**src/rtl/serial_bit_compare.sv**
```systemverilog
// Bit-serial MSB-first magnitude comparator with unsigned / two's-complement
// modes, a start/busy/done handshake and optional early exit.
module serial_bit_compare #(
    parameter int WIDTH      = 8,
    parameter bit EARLY_EXIT = 1'b1
) (
    input  logic                       clk,
    input  logic                       rst_n,
    input  logic                       start,
    input  logic                       signed_mode,
    input  logic [WIDTH-1:0]           a,
    input  logic [WIDTH-1:0]           b,
    output logic                       busy,
    output logic                       done,
    output logic                       eq,
    output logic                       neq,
    output logic                       gt,
    output logic                       lt,
    output logic [$clog2(WIDTH+1)-1:0] cycles
);

    localparam int CW = $clog2(WIDTH + 1);
    localparam logic [CW-1:0] LAST_CNT = CW'(WIDTH - 1);

    typedef enum logic [0:0] {
        IDLE = 1'b0,
        RUN  = 1'b1
    } state_t;

    // Flipping the sign bit maps two's-complement order onto unsigned order.
    function automatic logic [WIDTH-1:0] bias_msb(input logic [WIDTH-1:0] v,
                                                  input logic en);
        return {v[WIDTH-1] ^ en, v[WIDTH-2:0]};
    endfunction

    state_t           state_r, state_s;
    logic [WIDTH-1:0] sa_r, sa_s, sb_r, sb_s;
    logic [CW-1:0]    count_r, count_s;
    logic             seen_r, seen_s;
    logic             dir_gt_r, dir_gt_s;
    logic             busy_r, busy_s;
    logic             done_r, done_s;
    logic             eq_r, eq_s, neq_r, neq_s, gt_r, gt_s, lt_r, lt_s;
    logic [CW-1:0]    cycles_r, cycles_s;

    logic bit_a_s, bit_b_s, differ_s, last_s, any_diff_s, res_gt_s;

    assign bit_a_s    = sa_r[WIDTH-1];
    assign bit_b_s    = sb_r[WIDTH-1];
    assign differ_s   = bit_a_s ^ bit_b_s;
    assign last_s     = (EARLY_EXIT && differ_s) || (count_r == LAST_CNT);
    assign any_diff_s = seen_r | differ_s;
    assign res_gt_s   = seen_r ? dir_gt_r : (differ_s & bit_a_s);

    // Next-state, datapath and result computation.
    always_comb begin
        state_s  = state_r;
        sa_s     = sa_r;
        sb_s     = sb_r;
        count_s  = count_r;
        seen_s   = seen_r;
        dir_gt_s = dir_gt_r;
        busy_s   = busy_r;
        done_s   = 1'b0;
        eq_s     = eq_r;
        neq_s    = neq_r;
        gt_s     = gt_r;
        lt_s     = lt_r;
        cycles_s = cycles_r;
        case (state_r)
            IDLE: begin
                if (start) begin
                    sa_s     = bias_msb(a, signed_mode);
                    sb_s     = bias_msb(b, signed_mode);
                    count_s  = {CW{1'b0}};
                    seen_s   = 1'b0;
                    dir_gt_s = 1'b0;
                    busy_s   = 1'b1;
                    state_s  = RUN;
                end else begin
                    state_s = IDLE;
                end
            end
            RUN: begin
                sa_s    = {sa_r[WIDTH-2:0], 1'b0};
                sb_s    = {sb_r[WIDTH-2:0], 1'b0};
                count_s = count_r + CW'(1);
                // The direction latch only records the first differing bit.
                if (differ_s && !seen_r) begin
                    seen_s   = 1'b1;
                    dir_gt_s = bit_a_s;
                end else begin
                    seen_s = seen_r;
                end
                if (last_s) begin
                    done_s   = 1'b1;
                    busy_s   = 1'b0;
                    state_s  = IDLE;
                    eq_s     = ~any_diff_s;
                    neq_s    = any_diff_s;
                    gt_s     = res_gt_s;
                    lt_s     = any_diff_s & ~res_gt_s;
                    cycles_s = count_r + CW'(1);
                end else begin
                    state_s = RUN;
                end
            end
            default: begin
                state_s = IDLE;
                busy_s  = 1'b0;
            end
        endcase
    end

    // State and output registers; reset clears everything immediately.
    always_ff @(posedge clk or negedge rst_n) begin
        if (!rst_n) begin
            state_r  <= IDLE;
            sa_r     <= {WIDTH{1'b0}};
            sb_r     <= {WIDTH{1'b0}};
            count_r  <= {CW{1'b0}};
            seen_r   <= 1'b0;
            dir_gt_r <= 1'b0;
            busy_r   <= 1'b0;
            done_r   <= 1'b0;
            eq_r     <= 1'b0;
            neq_r    <= 1'b0;
            gt_r     <= 1'b0;
            lt_r     <= 1'b0;
            cycles_r <= {CW{1'b0}};
        end else begin
            state_r  <= state_s;
            sa_r     <= sa_s;
            sb_r     <= sb_s;
            count_r  <= count_s;
            seen_r   <= seen_s;
            dir_gt_r <= dir_gt_s;
            busy_r   <= busy_s;
            done_r   <= done_s;
            eq_r     <= eq_s;
            neq_r    <= neq_s;
            gt_r     <= gt_s;
            lt_r     <= lt_s;
            cycles_r <= cycles_s;
        end
    end

    assign busy   = busy_r;
    assign done   = done_r;
    assign eq     = eq_r;
    assign neq    = neq_r;
    assign gt     = gt_r;
    assign lt     = lt_r;
    assign cycles = cycles_r;

endmodule
```
**config.mk**
```make
export PLATFORM = sky130hd
export DESIGN_NAME = serial_bit_compare
export DESIGN_NICKNAME = d
export VERILOG_FILES = /design/src/rtl/serial_bit_compare.sv
export SDC_FILE = /design/constraint.sdc
export NUM_CORES = 1
export LEC_CHECK = 0
export ABC_CLOCK_PERIOD_IN_PS = 1800
export CORE_AREA = 2 2 64 66
export DETAILED_ROUTE_END_ITERATION = 10
export DIE_AREA = 0 0 66 68
export GPL_ROUTABILITY_DRIVEN = 0
export PLACE_DENSITY = 0.62
export SLEW_MARGIN = 15
export SYNTH_ARGS = -nofsm -noshare
export SYNTH_HDL_FRONTEND = slang
export SYNTH_SLANG_ARGS = --single-unit
```
**constraint.sdc**
```tcl
create_clock -name clk -period 1.8 [get_ports clk]
set_input_delay 0.36 -clock clk [delete_from_list [all_inputs] [get_ports clk]]
set_output_delay 0.36 -clock clk [all_outputs]
set_load 0.05 [all_outputs]
```
---- After elaboration in Yosys (flattened, before gate mapping) ----
Cells that the tools add are included.
cells by class
  add/subtract/negate cells ............... 1
  $mul .................................... 0
  divide/modulo/power cells ............... 0
  order comparisons ....................... 0
  equal/unequal tests ..................... 4
  shift-type cells ........................ 0
  multiplexer cells ....................... 20
  bitwise logic cells ..................... 9
  reduce and logical (&&, ||, !) cells .... 6
operators with widths
  cell                   number
  $pmux W8 S2            2
  $mux W8                2
  $mux W1                10
  $pmux W1 S2            4
  $pmux W4 S2            1
  $reduce_and A2 Y1      3
  $add A4 B1 Y4 const B  1
  $eq A4 B3 Y1 const B   1
  $mux W4                1
  $ne A2 B1 Y1 const B   2
  $not A1 Y1             3
  $xor A1 B1 Y1          3
  $and A1 B1 Y1          2
  $ne A2 B2 Y1 const B   1
  $logic_and A1 B1 Y1    1
  $logic_not A1 Y1       1
  $logic_or A1 B1 Y1     1
  $or A1 B1 Y1           1
storage, ports and cells
  register bits ........................... 33
  latch bits .............................. 0
  memory bits (writable) .................. 0
  ROM bits ................................ 0
  output and inout port bits .............. 10
  word-level logic and storage cells ...... 53
  memories kept ........................... 0

---- Logic depth before layout (Yosys ltp) ----
  depth after elaboration ................. 5
  gate-level depth with buffers ........... 5

---- Least setup slack after synthesis ----
No wires, ideal clock.
  path type ............................... reg2reg
  from .................................... reg sa_r[7]
  to ...................................... reg cycles_r[1] (netlist: cycles[1])
  library setup time ...................... 0.125 ns
  arrival ................................. 1.361 ns
  slack ................................... 0.314 ns
  cell stages (with the launch flop) ...... 4
  clock period less this slack ............ 1.486 ns
  path through ............................ dfrtp_1 > ha_1 > a21oi_4 > mux2_2
on the way
  longest elaborated chain between the ends .. 3
ends and longest elaborated chain
  item                                RTL line  source
  from (decl)                         37        logic [WIDTH-1:0] sa_r, sa_s, sb_r, sb_s;
  from (signal assigned)              119       sa_r <= {WIDTH{1'b0}};
  from (signal assigned)              133       sa_r <= sa_s;
  $xor A1 B1 Y1                       50        assign differ_s = bit_a_s ^ bit_b_s;
  $logic_or A1 B1 Y1                  51        assign last_s = (EARLY_EXIT && differ_s) || (count_r == LAST_CNT);
  $reduce_and A2 Y1 (no source line)  --
  to (signal assigned)                130       cycles_r <= {CW{1'b0}};
  to (signal assigned)                144       cycles_r <= cycles_s;
  to (decl)                           44        logic [CW-1:0] cycles_r, cycles_s;
No other way between the ends.
A chain may end at the register's enable or synchronous reset.

---- Worst setup path in the final report ----
  from .................................... reg count_r[0]
  to ...................................... reg cycles_r[3] (netlist: cycles[3])
on the way
  longest elaborated chain between the ends .. 3
  elaborated cells on any way between the ends .. 4
  classes of those cells .................. add/sub (1); eq/ne (1); reduce/logical (2)
ends and longest elaborated chain
  item                                                                   RTL line  source
  from (decl)                                                            38        logic [CW-1:0] count_r, count_s;
  from (signal assigned)                                                 121       count_r <= {CW{1'b0}};
  from (signal assigned)                                                 135       count_r <= count_s;
  parallel branches: the longest is 3 deep, another holds $add A4 B1 Y4  --
Several ways; the timed one is not identified.

==> metrics <==
status finished, final reports clean; Mapped Area 1475 µm²; peak supply drop 0.7932 mV; CP peak stage delay 0.41 ns; element type at the critical path end flip-flop; relative slew slack roughly 73%; Max Clock Skew between 0.006 and 0.007 ns; NetSw 1.342 mW; routed vias 1044; Worst EP arrival 1.75 ns; Hold Path Class input port to async pin; DR vias/cell 4.767; H-tree levels 2; reg2reg end cycles[3]; number of CTS-inserted buffers 5; crit path max-delay cell type dfrtp_1; fmax 630.1 MHz; Cell Chain, Critical Path ha_1, nand3b_1, a21oi_4, mux2_2; sequential area share after synthesis 55.98%; TritonCTS clock tree yes; Commonest cells post-synth dfrtp_1 (33), mux2i_1 (19), nand2_1 (19), o21ai_0 (19), nor2_1 (7); gr ovfl total 0; syn_area_per_cell roughly 11 µm²; P_leak 0.9087 nW; Gate power share 45.3%; Yosys cell types 24; Switching Fraction 41.12%; Post-CTS Setup Inserts 0; Post-synth EDFFs 0; largest net degree at the start of global routing 37; top post-synthesis cells by area dfrtp_1 (56%), mux2i_1 (13%), o21ai_0 (6.4%); Internal 1.922 mW; post-synthesis async set-or-reset flop share 100.0%; Total Routing Usage GR 14.34%; Worst EP required 1.96 ns; drt initial violations 23; Syn Nets 157; Worst-path clk slew ~0.070 ns; crit path kind flip-flop to flip-flop; flop2flop setup slack 0.21 ns; Buf+Inv Stages, Crit Path 0; final net count between 150 and 200; CTS sink count 33; IO Count 30; DRC 0; vias in the first global route 1066; initial antenna violation count 0; RR Startpoint count_r[0]; TritonRoute pass-1 iters 5; clk buf depth 2; RSZ-0062 raised after global routing false; wire per inst 12.67 µm; die height ~70 µm; clock power share 15.8%; YS warnings 0; Critical Path Fanout Max 7; setup TNS 0 ns; post-CTS sizing 0; Post-DP HPWL slightly below 2000 µm; hold_buf cts 0; ANT cells 0; cell taking the most area after synthesis dfrtp_1; FP Rows 23; Core ar. 3856 µm²; Synth-to-Final Area Change 28.50%; minimum clock period 1.587 ns; Worst path top cell family by delay flip-flops; Final Hold Fails 0; Synth Flop Type dfrtp_1; post-route antenna net violation count 0; top cell type's share of synthesized area a little under three fifths; top-count cell post-synth dfrtp_1; sequential power share 38.9%; final core utilization 49.16%; power density over the cells 1722 nW/µm²; DRT Wirelength 2774 µm; Root Driver clkbuf_8; max-slew violation count 0; Worst path depth 4; layout cells sized above 1 between 10% and 20%; final period utilization 88.17%; Setup-failing EPs final 0; Startpoint Class flip-flop; FF-to-FF path depth 4; first-pass GRT wire length 4733 µm; Max-cap violations 0; die area around 4500 µm²; Clk Latency, worst-skew pair about 0.28 ns; register bit total from synthesis 33; die width 66 µm; Least-Margin Pin Slew 0.4038 ns; Post-Syn Instances 135; starting density of the core a little under two fifths; number of port buffers 29
-- metal layers --
metal | vias up | share of wire [%] | GRT usage [%]
li1 | 522 | - | -
met3 | 4 | 3.4 | 4.112
met4 | 0 | 1.7 | 7.653
met5 | - | 0 | 0
met2 | 19 | 50 | 24.24
met1 | 499 | 44 | 16.61
-- through the flow --
step	total power, mW	cell area, µm²	cells	setup WS, ns	hold slack, ns
after detailed placement	2.778	1813	211	0.2094	0.4722
after global routing	3.529	1896	219	0.09517	0.5155
final	3.264	1896	219	0.2129	0.4748
after floorplan	2.328	1475	135	0.3143	0.06441
after global placement	2.714	1813	211	0.2418	0.4615
after CTS	3.314	1896	219	0.2143	0.4898
-- flip-flops by register name (all words and copies together), names as in the netlist, 4 cells and up --
signal / count
sa_r: 8
count_r: 4
cycles: 4
sb_r: 8
-- worst max path at each step --
stage	from	to	slack (ns)
after global routing	count_r[0]	neq	0.1
after global placement	start	count_r[3]	0.24
after detailed placement	start	count_r[3]	0.21
final	count_r[0]	cycles[3]	0.21
after floorplan	sa_r[7]	cycles[1]	0.31
after CTS	count_r[0]	eq	0.21
-- cells in the final DEF (no fill, tap or decap), types with 3 or more instances in the layout --
cell type and count:
a21oi_1 3, mux2i_1 19, nor2_1 7, clkbuf_8 5, buf_4 13, nand2_1 19, dfrtp_1 33, o21ai_0 19
inv_1 6, xor2_1 3, clkdlybuf4s50_1 19, mux2_2 6
-- logic make-up (layout without fill, tap and decap cells) --
logic type      Yosys count  in the layout  share of synthesized area [%]
xor+xnor                  4              4                          2.375
flops                    33             33                          55.98
mux                      25             25                          17.47
fa+ha+maj                 2              2                          1.696
simple gates             31             31                          8.653
compound gates           26             26                          9.839
buf+inv                  14             48                          3.987
-- power groups by stage --
stage | clock [mW] | sequential, mW | combinational, mW
floorplan | 0 | 1.55 | 0.782
global route | 0.573 | 1.32 | 1.63
finish | 0.517 | 1.27 | 1.48
detailed placement | 0 | 1.28 | 1.49
global placement | 0 | 1.27 | 1.45
CTS | 0.544 | 1.27 | 1.50
-- cell type report --
cell class / instances / area [µm²]
clock buffers: 6 / 72.57
repair buffers: 33 / 307.8
clock inverters: 2 / 10.01
fillers: 369 / 1961
inverters: 7 / 26.28
multi-input cells: 88 / 590.6
well taps: 50 / 62.56
flip-flops and latches: 33 / 825.8
Note: power is estimated with default switching activity, not from simulation.
